File: src/rtl/sram_controller.sv
// rtl/sram_controller.sv - 32-bit load/store to a 16-bit external SRAM, two 2-cycle halfword phases per access.
// Optional stall counter output is enabled by defining SRAM_STALL_COUNTER_EN.
module sram_controller (
  input  logic        clk,
  input  logic        rst,
  input  logic        MEM_W_EN,
  input  logic        MEM_R_EN,
  input  logic [31:0] address,
  input  logic [31:0] writeData,
  output logic [31:0] readData,
  output logic        ready,
  output logic [17:0] SRAM_ADDR,
  output logic [15:0] SRAM_DQ_out,
  input  logic [15:0] SRAM_DQ_in,
  output logic        SRAM_DQ_oe,
  output logic        SRAM_WE_N,
  output logic        SRAM_CE_N,
  output logic        SRAM_OE_N,
  output logic        SRAM_UB_N,
  output logic        SRAM_LB_N
`ifdef SRAM_STALL_COUNTER_EN
  ,
  output logic [31:0] stall_count
`endif
);

  typedef enum logic [1:0] {IDLE, LOW, HIGH, DONE} state_t;

  state_t      state;
  logic        phase;
  logic        is_write;
  logic [16:0] index;
  logic [31:0] wdata;
  logic        req;
  logic [31:0] offset;
  logic [16:0] req_index;
  logic        unused_offset_bits;

  assign req                = MEM_W_EN | MEM_R_EN;
  assign offset             = address - 32'd1024;
  assign req_index          = offset[18:2];
  assign unused_offset_bits = ^{offset[31:19], offset[1:0]};

  assign SRAM_CE_N = 1'b0;
  assign SRAM_OE_N = 1'b0;
  assign SRAM_UB_N = 1'b0;
  assign SRAM_LB_N = 1'b0;

  always_comb begin
    ready = 1'b0;
    case (state)
      IDLE:    ready = ~req;
      DONE:    ready = 1'b1;
      default: ready = 1'b0;
    endcase
  end

  // Pad outputs are registered from the next state, so they line up with LOW/HIGH cycles exactly.
  always_ff @(posedge clk) begin
    if (rst) begin
      state       <= IDLE;
      phase       <= 1'b0;
      is_write    <= 1'b0;
      index       <= '0;
      wdata       <= '0;
      readData    <= '0;
      SRAM_ADDR   <= '0;
      SRAM_DQ_out <= '0;
      SRAM_DQ_oe  <= 1'b0;
      SRAM_WE_N   <= 1'b1;
    end else begin
      case (state)
        IDLE: begin
          if (req) begin
            state       <= LOW;
            phase       <= 1'b0;
            is_write    <= MEM_W_EN;
            index       <= req_index;
            wdata       <= writeData;
            SRAM_ADDR   <= {req_index, 1'b0};
            SRAM_DQ_out <= MEM_W_EN ? writeData[15:0] : 16'h0000;
            SRAM_DQ_oe  <= MEM_W_EN;
            SRAM_WE_N   <= ~MEM_W_EN;
          end
        end
        LOW: begin
          if (!phase) begin
            phase <= 1'b1;
          end else begin
            phase       <= 1'b0;
            state       <= HIGH;
            SRAM_ADDR   <= {index, 1'b1};
            SRAM_DQ_out <= is_write ? wdata[31:16] : 16'h0000;
            if (!is_write) readData[15:0] <= SRAM_DQ_in;
          end
        end
        HIGH: begin
          if (!phase) begin
            phase <= 1'b1;
          end else begin
            phase       <= 1'b0;
            state       <= DONE;
            SRAM_ADDR   <= '0;
            SRAM_DQ_out <= '0;
            SRAM_DQ_oe  <= 1'b0;
            SRAM_WE_N   <= 1'b1;
            if (!is_write) readData[31:16] <= SRAM_DQ_in;
          end
        end
        default: state <= IDLE;
      endcase
    end
  end

`ifdef SRAM_STALL_COUNTER_EN
  always_ff @(posedge clk) begin
    if (rst) stall_count <= '0;
    else if (!ready) stall_count <= stall_count + 32'd1;
  end
`endif

endmodule

File: config.mk
export PLATFORM = sky130hd
export DESIGN_NAME = sram_controller
export DESIGN_NICKNAME = d
export VERILOG_FILES = /design/src/rtl/sram_controller.sv
export SDC_FILE = /design/constraint.sdc
export NUM_CORES = 1
export LEC_CHECK = 0
export CORE_AREA = 2 2 107 109
export DETAILED_ROUTE_END_ITERATION = 12
export DIE_AREA = 0 0 109 111
export PLACE_DENSITY = 0.75
export SYNTH_ARGS = -nofsm -noshare
export SYNTH_HDL_FRONTEND = slang
export SYNTH_SLANG_ARGS = --single-unit
File: constraint.sdc
create_clock -name clk -period 2.1 [get_ports clk]
set_clock_uncertainty 0.1 [all_clocks]
set_input_delay 0.525 -clock clk [delete_from_list [all_inputs] [get_ports clk]]
set_output_delay 0.525 -clock clk [all_outputs]
set_load 0.03 [all_outputs]
=== Word level (Yosys, flattened, before mapping) ===
Cells that the tools add are included.

* Output and inout bits: 73
* Logic and storage cells: 58
* Memory bits (writable): 0
* Bits in latches: 0
* Memory bits (read-only): 0
* Bits in registers: 121
* Memories kept: 0
* Bits of input ports: 84

* Reduce and logical (&&, ||, !) cells: 12
* Muxes and demuxes: 24
* Div/mod/pow operators: 0
* Bitwise logic cells: 4
* Add/sub/neg operators: 1
* Multiply operators: 0
* Equal/unequal tests: 6
* Magnitude comparators: 0
* Shift operators: 0

{| class="wikitable"
|+ Operators by type and width
! kind !! count
|-
| $mux 16 || 5
|-
| $mux 18 || 3
|-
| $pmux 18 s3 || 1
|-
| $pmux 16 s3 || 1
|-
| $sub 19x11->19 const B || 1
|-
| $reduce_and 3->1 || 4
|-
| $pmux 1 s2 || 4
|-
| $mux 1 || 6
|-
| $mux 2 || 3
|-
| $ne 2x2->1 const B || 3
|-
| $pmux 2 s3 || 1
|-
| $eq 2x2->1 const B || 2
|-
| $reduce_and 2->1 || 2
|-
| $reduce_and 4->1 || 1
|-
| $reduce_bool 2->1 || 2
|-
| $not 1->1 || 3
|-
| $reduce_bool 3->1 || 1
|-
| $eq 2x1->1 const B || 1
|-
| $logic_not 2->1 || 1
|-
| $reduce_or 2->1 || 1
|-
| $or 1x1->1 || 1
|}

=== Longest topological paths before layout ===
Gate-level depths: netlist (run 1).

* Word-level depth: 4
* Mapped depth: 8
* Mapped depth without buffers: 6

=== Least setup slack after synthesis (run 1) ===
OpenSTA, ideal clock, no wires.

* Kind: register to output
* From: register state[0]
* To: output ready
* Arrival time: 1.499 ns
* Path buffers: 2
* Cell stages (with the launch flop): 6
* Setup slack: -0.024 ns
* Data required time: 1.475 ns
* Path through: dfxtp_1 > inv_1 > ha_1 > buf_2 > clkbuf_1 > nor2_1

* Cells in the longest elaborated chain, start to end: 2

{| class="wikitable"
|+ Ends and longest elaborated chain
! what !! RTL line !! RTL
|-
| from (decl) || 29 || <nowiki>state_t state;</nowiki>
|-
| from (signal assigned) || 61 || <nowiki>state <= IDLE;</nowiki>
|-
| from (signal assigned) || 75 || <nowiki>state <= LOW;</nowiki>
|-
| from (signal assigned) || 91 || <nowiki>state <= HIGH;</nowiki>
|-
| $eq 2x2->1 or $logic_not 2->1 (tied branches) || 51 || <nowiki>case (state)</nowiki>
|-
| $pmux 1 s2 * || 51 ||
|-
| to (decl) || 11 || <nowiki>output logic ready,</nowiki>
|}

Every way passes the cells marked *; elsewhere a longest branch is shown, timed or not.

=== Final worst setup path (run 1) ===
* From: register SRAM_ADDR[17]
* To: output SRAM_ADDR[17]

{| class="wikitable"
|+ RTL lines
! what !! RTL line !! RTL
|-
| from (decl) || 12 || <nowiki>output logic [17:0] SRAM_ADDR,</nowiki>
|-
| from (signal assigned) || 80 || <nowiki>SRAM_ADDR <= {req_index, 1'b0};</nowiki>
|-
| from (signal assigned) || 92 || <nowiki>SRAM_ADDR <= {index, 1'b1};</nowiki>
|}

No word-level cell between the ends.

==> results.json, run 1 <==
{
  "postSynthCellCount": 524,
  "synth_top_cell_by_area": "dfxtp_1",
  "setup_viol_count_final": 0,
  "yosysUniqueCellTypes": 40,
  "holdWs_ns": 0.354,
  "clock-sinks": 105,
  "hold_class": "flop to flop",
  "post-route-util": 0.577,
  "critPathMaxFanout": 2,
  "dp_cells": 798,
  "grt_use_met1": 0.230,
  "reg2reg_depth": 8,
  "grt_max_degree": 55,
  "cts_tree": "yes",
  "drv_slew": 0,
  "portBuffers": 137,
  "crit_required_ns": 1.47,
  "cp_cell_sequence": "clkdlybuf4s50_1",
  "coreArea_mm2": 0.0111,
  "ant_nets": 0,
  "crit_slowest_cell": "clkdlybuf4s50_1",
  "io_pins": 157,
  "cp.arrival_ns": 1.41,
  "num_antenna_cells": 0,
  "min_period_ns": 2.03,
  "die_w_um": 109,
  "wire_per_inst_um": 14.2,
  "instances_no_fill": 819,
  "critPathKind": "flop to primary output",
  "cp-end-kind": "primary output",
  "fin_crit_sh": 0.968,
  "rows": 39,
  "h-tree-depth": 3,
  "grt_pass1_wl_um": 18100,
  "drt_iter0_drc": 189,
  "maxCapViolCount": 0,
  "finalPower_mw": 7.78,
  "grt_overflow": 0,
  "whs_path_depth": 2,
  "drc_errors": 0,
  "initial_utilization": 0.388,
  "grt_usage": 0.186,
  "outcome": "complete, no violations",
  "finalWirelength_um": 11600,
  "fin_ws_ns": 0.0677,
  "cts_hold_buf": 0,
  "tightest_slew_ns": 0.536,
  "ys_ff_latch": 105,
  "clock-root-buffer": "clkbuf_16",
  "use_met2": 0.316,
  "syn-cell-area_mm2": 0.00430,
  "cts_max_path_buffers": 2,
  "timing.setup.tns_ns": 0,
  "drive_gt1_frac": 0.112,
  "die_y_um": 111,
  "grt_antenna_before_repair": 0,
  "cp-start-kind": "flop",
  "cp.depth": 1,
  "timing.rr.start": "state[0]",
  "path_buf_inv": 1,
  "r2r_end": "state[0]",
  "power.density_mw_per_mm2": 1220,
  "dp_hpwl_um": 8020,
  "clk_transition_reported_paths_ns": 0.07,
  "min_from": "readData[27]",
  "rsz0062_at_grt": "no",
  "max_freq_mhz": 492,
  "synth_top_area_share": 0.489,
  "top_usage_layer": "met2",
  "r2r_slack_ns": 0.07,
  "irDropWorstVdd_v": 0.000538,
  "cts_made_buffers": 9,
  "insertion_delay_ns": 0.34,
  "yosys_warnings": 0,
  "hold_viol": 0,
  "cp_top_family": "buffers and inverters",
  "slew_headroom": 0.642,
  "grt_pass1_vias": 3835,
  "dp_slack_ns": -0.339,
  "syn_area_per_cell_um2": 8.20,
  "die-area_mm2": 0.0121,
  "min_to": "readData[27]",
  "area_growth_pct": 48.6,
  "grtUsageMet3": 0.0494,
  "vias_per_cell": 4.99,
  "vias": 4085,
  "dr.pass1.iters": 4,
  "fin_nets": 761,
  "max_stage_delay_ns": 0.71,
  "ys_seq_area_frac": 0.489,
  "gp_congestion": 0.782,
  "post-route-cell-area_mm2": 0.00639,
  "synth.area.top_cells": "dfxtp_1 (49%), nand2_1 (11%), a21oi_1 (8.4%), a211oi_1 (6.6%), nor2_1 (4.9%)",
  "cellLeakagePower_nw": 2.38,
  "placed_cell_area_mm2": 0.00602
}
## flip-flops by register name, summed over array words and instances, names as in the netlist
signal,count
SRAM_DQ_oe,1
readData,32
SRAM_DQ_out,16
wdata,16
is_write,1
SRAM_WE_N,1
state,2
index,17
phase,1
SRAM_ADDR,18
## per-layer routing
layer,share of wire,vias up
met1,0.45,1900
met2,0.49,111
met3,0.057,12
met4,0.010,0
li1,-,2062
met5,0,-
## cell families (layout without fill, tap and decap cells)
kind of cell | Yosys count | count (layout) | share of synthesized area
AOI/OAI and AO/OA | 138 | 138 | 0.202
xor gates and xnor gates | 7 | 7 | 0.0143
adders and majority gates | 6 | 6 | 0.0175
buffers and inverters | 49 | 198 | 0.0480
DFF | 105 | 105 | 0.489
muxes | 6 | 6 | 0.0140
other | 1 | 4 | 0.000872
and+or+nand+nor | 212 | 212 | 0.214
## how the worst max path moves through the flow
stage	start	end	slack, ns
after floorplan	state[0]	ready	0.1
after global placement	address[15]	SRAM_ADDR[17]	-0.23
after detailed placement	address[15]	index[15]	-0.34
after CTS	MEM_R_EN	ready	0.002
after global routing	state[0]	state[0]	0.009
final	SRAM_ADDR[17]	SRAM_ADDR[17]	0.07
## timing repair
item	CTS	global route
cloned	0	2
setup endpoints to repair	1	22
setup buffers	1	2
gates resized for setup	5	7
pin swaps	1	2
## power breakdown
part	leakage [nW]	internal, mW	switching (mW)	total (mW)
logic	1.39	1.51	1.95	3.46
registers	0.863	2.47	0.254	2.72
clock network	0.128	0.844	0.754	1.60
## area by class of cell
class                           count  area, um2
Timing Repair Buffer              178       1770
Clock inverter                      5       40.0
Clock buffer                       11        243
Sequential cell                   105       2100
Fill cell                         986       4690
Inverter                            4       15.0
Tap cell                          143        179
Multi-Input combinational cell    373       2040
## cells in the mapped netlist
master     count
nand2_1      122
dfxtp_1      105
a21oi_1       72
nor2_1        56
a211oi_1      38
clkbuf_1      32
a22oi_1       16
nor2b_1       13
buf_2          6
ha_1           6
mux2i_1        6
xnor2_1        6
buf_4          4
inv_1          4
and2_1         3
buf_1          3
nor3_1         3
o21ai_0        3
a311oi_1       2
a311oi_2       2
and3_1         2
nand2b_1       2
a2bb2oi_1      1
conb_1         1
nand3b_1       1
nor3_4         1
nor3b_1        1
nor3b_2        1
nor4_1         1
nor4_4         1
o211a_1        1
o21a_1         1
o21ai_1        1
o21ba_2        1
or2_2          1
or2b_1         1
or3_1          1
or4_4          1
or4b_2         1
xor2_1         1
## cell usage in the layout, fill, tap and decap left out, drive strengths merged, types with 2 or more instances in the layout
cell type and n:
and2 3, clkdlybuf4s50 133, clkbuf 12, dlymetal6s2s 2, nand2b 2, and3 2
a211oi 38, nand2 122, buf 42, a22oi 16, nor4 2, mux2i 6
xnor2 6, ha 6, nor3b 2, conb 4, o21ai 4, nor3 4
a311oi 4, inv 5, dfxtp 105, nor2 56, nor2b 13, a21oi 72
clkinvlp 3
No activity file was read; power rests on OpenSTA's default activity.
==> run 2, diff against run 1 <==
==> config.mk (replaced) <==
export PLATFORM = sky130hd
export DESIGN_NAME = sram_controller
export DESIGN_NICKNAME = d
export VERILOG_FILES = /design/src/rtl/sram_controller.sv
export SDC_FILE = /design/constraint.sdc
export NUM_CORES = 1
export LEC_CHECK = 0
export CELL_PAD_IN_SITES_DETAIL_PLACEMENT = 0
export CELL_PAD_IN_SITES_GLOBAL_PLACEMENT = 1
export CORE_AREA = 2 2 125 127
export DETAILED_ROUTE_END_ITERATION = 12
export DIE_AREA = 0 0 127 129
export PLACE_DENSITY_LB_ADDON = 0.1
export REMOVE_ABC_BUFFERS = 1
export SYNTH_ARGS = -nofsm -noshare
export SYNTH_HDL_FRONTEND = slang
export SYNTH_SLANG_ARGS = --single-unit
==> results.json, run 2 (synthesis results as in run 1) <==
{
  "outcome": "complete, no violations",
  "drc_errors": 0,
  "crit_required_ns": 1.47,
  "grt_usage": 0.154,
  "die_w_um": 127,
  "grt_pass1_vias": 3849,
  "holdWs_ns": 0.353,
  "wl_met1_um": 6060,
  "io_pins": 157,
  "critPathKind": "flop to primary output",
  "cp-start-kind": "flop",
  "max_freq_mhz": 493,
  "drive_gt1_frac": 0.114,
  "setup_viol_count_final": 0,
  "grt_pass1_wl_um": 19800,
  "max_stage_delay_ns": 0.72,
  "wire_per_inst_um": 14.6,
  "cts_hold_buf": 0,
  "cp.arrival_ns": 1.40,
  "instances_no_fill": 865,
  "fin_crit_sh": 0.966,
  "detailroute.wirelength.met3_um": 667,
  "grt_antenna_before_repair": 0,
  "final_cell_mix": "clkdlybuf4s50_1 (133), nand2_1 (122), dfxtp_1 (103)",
  "top_register": "readData",
  "hold_class": "flop to flop",
  "portBuffers": 137,
  "slew_headroom": 0.517,
  "crit_slowest_cell": "clkdlybuf4s50_1",
  "dp_cells": 848,
  "dp_hpwl_um": 8610,
  "initial_utilization": 0.287,
  "drv_slew": 0,
  "top_layer": "met4",
  "clock-sinks": 105,
  "insertion_delay_ns": 0.35,
  "tightest_slew_ns": 0.724,
  "die-area_mm2": 0.0164,
  "area_growth_pct": 49.9,
  "finalWirelength_um": 12600,
  "top_regs": "readData: 32 flops, SRAM_ADDR: 18 flops, index: 17 flops",
  "dr.pass1.iters": 4,
  "critPathMaxFanout": 2,
  "clock-root-buffer": "clkbuf_16",
  "path_buf_inv": 1,
  "fin_nets": 763,
  "coreArea_mm2": 0.0150,
  "h-tree-depth": 3,
  "hold_viol": 0,
  "cp-end-kind": "primary output",
  "layout_commonest_cell": "clkdlybuf4s50_1",
  "cp_top_family": "buffers and inverters",
  "grt_overflow": 0,
  "clk_transition_reported_paths_ns": 0.07,
  "vias_per_cell": 4.68,
  "irDropWorstVdd_v": 0.000732,
  "ant_nets": 0,
  "post-route-cell-area_mm2": 0.00644,
  "wl_met2_um": 5790,
  "cellLeakagePower_nw": 2.37,
  "die_y_um": 129,
  "maxCapViolCount": 0,
  "drt_iter0_drc": 216,
  "cp_cell_sequence": "clkdlybuf4s50_1",
  "num_antenna_cells": 0,
  "rows": 45,
  "rsz0062_at_grt": "yes",
  "power.density_mw_per_mm2": 1200,
  "cts_tree": "yes",
  "vias": 4046,
  "gp_congestion": 0.793,
  "min_period_ns": 2.03,
  "largest_reg_flops": 32,
  "placed_cell_area_mm2": 0.00612,
  "grt_max_degree": 35,
  "cts_made_buffers": 9,
  "cts_max_path_buffers": 2
}
==> run 2: area by class of cell <==
cell class	count	area, um2
multi-input cells	373	2040
fillers	1509	8530
inverters	4	20.0
flip-flops and latches	105	2110
well taps	188	235
clock buffers	10	229
clock inverters	5	33.8
repair buffers	180	1770
==> run 2: worst paths after layout <==
path / startpoint / to / cells after the start / slack, ns
max: SRAM_ADDR[1] / SRAM_ADDR[1] / 1 / 0.07
min: wdata[18] / wdata[18] / 2 / 0.35
max reg2reg: state[1] / SRAM_ADDR[14] / 10 / 0.13
min reg2reg: wdata[18] / wdata[18] / 2 / 0.35
==> run 2: timing repair <==
action                     4_1_cts  5_1_grt
setup endpoints to repair        1        3
resized for setup                6        9
setup buffers                    0        2
pin swaps                        1        1
==> run 2: power by group <==
part           leakage [nW]  switching [mW]  internal [mW]
sequential            0.863           0.257           2.47
combinational          1.39            1.93           1.51
clock                 0.124           0.771          0.797
==> run 2: through the flow <==
stage                      util  worst slack (ns)  total power, mW  setup TNS (ns)
final                     0.430            0.0715             7.73               0
after global routing      0.430           -0.0267             8.26         -0.0267
after CTS                 0.427           0.00486             7.80               0
after detailed placement  0.409            -0.268             6.17           -4.61
after global placement    0.409            -0.235             6.13           -3.54
after floorplan               -             -3.06             4.51          -99.59
==> run 2: metal layers <==
metal  vias to the layer above  GRT usage
li1                       2064          -
met1                      1876      0.203
met2                        98      0.246
met3                         8     0.0466
met4                         0     0.0407
met5                         -          0
==> run 3, diff against run 2 <==
--- a/config.mk
+++ b/config.mk
@@ -10,6 +10,7 @@
 export CORE_AREA = 2 2 125 127
 export DETAILED_ROUTE_END_ITERATION = 12
 export DIE_AREA = 0 0 127 129
+export HOLD_SLACK_MARGIN = 0.02
 export PLACE_DENSITY_LB_ADDON = 0.1
 export REMOVE_ABC_BUFFERS = 1
 export SYNTH_ARGS = -nofsm -noshare
==> results of run 3 <==
No change in the layout: final DEF, timing and power equal those of run 2.
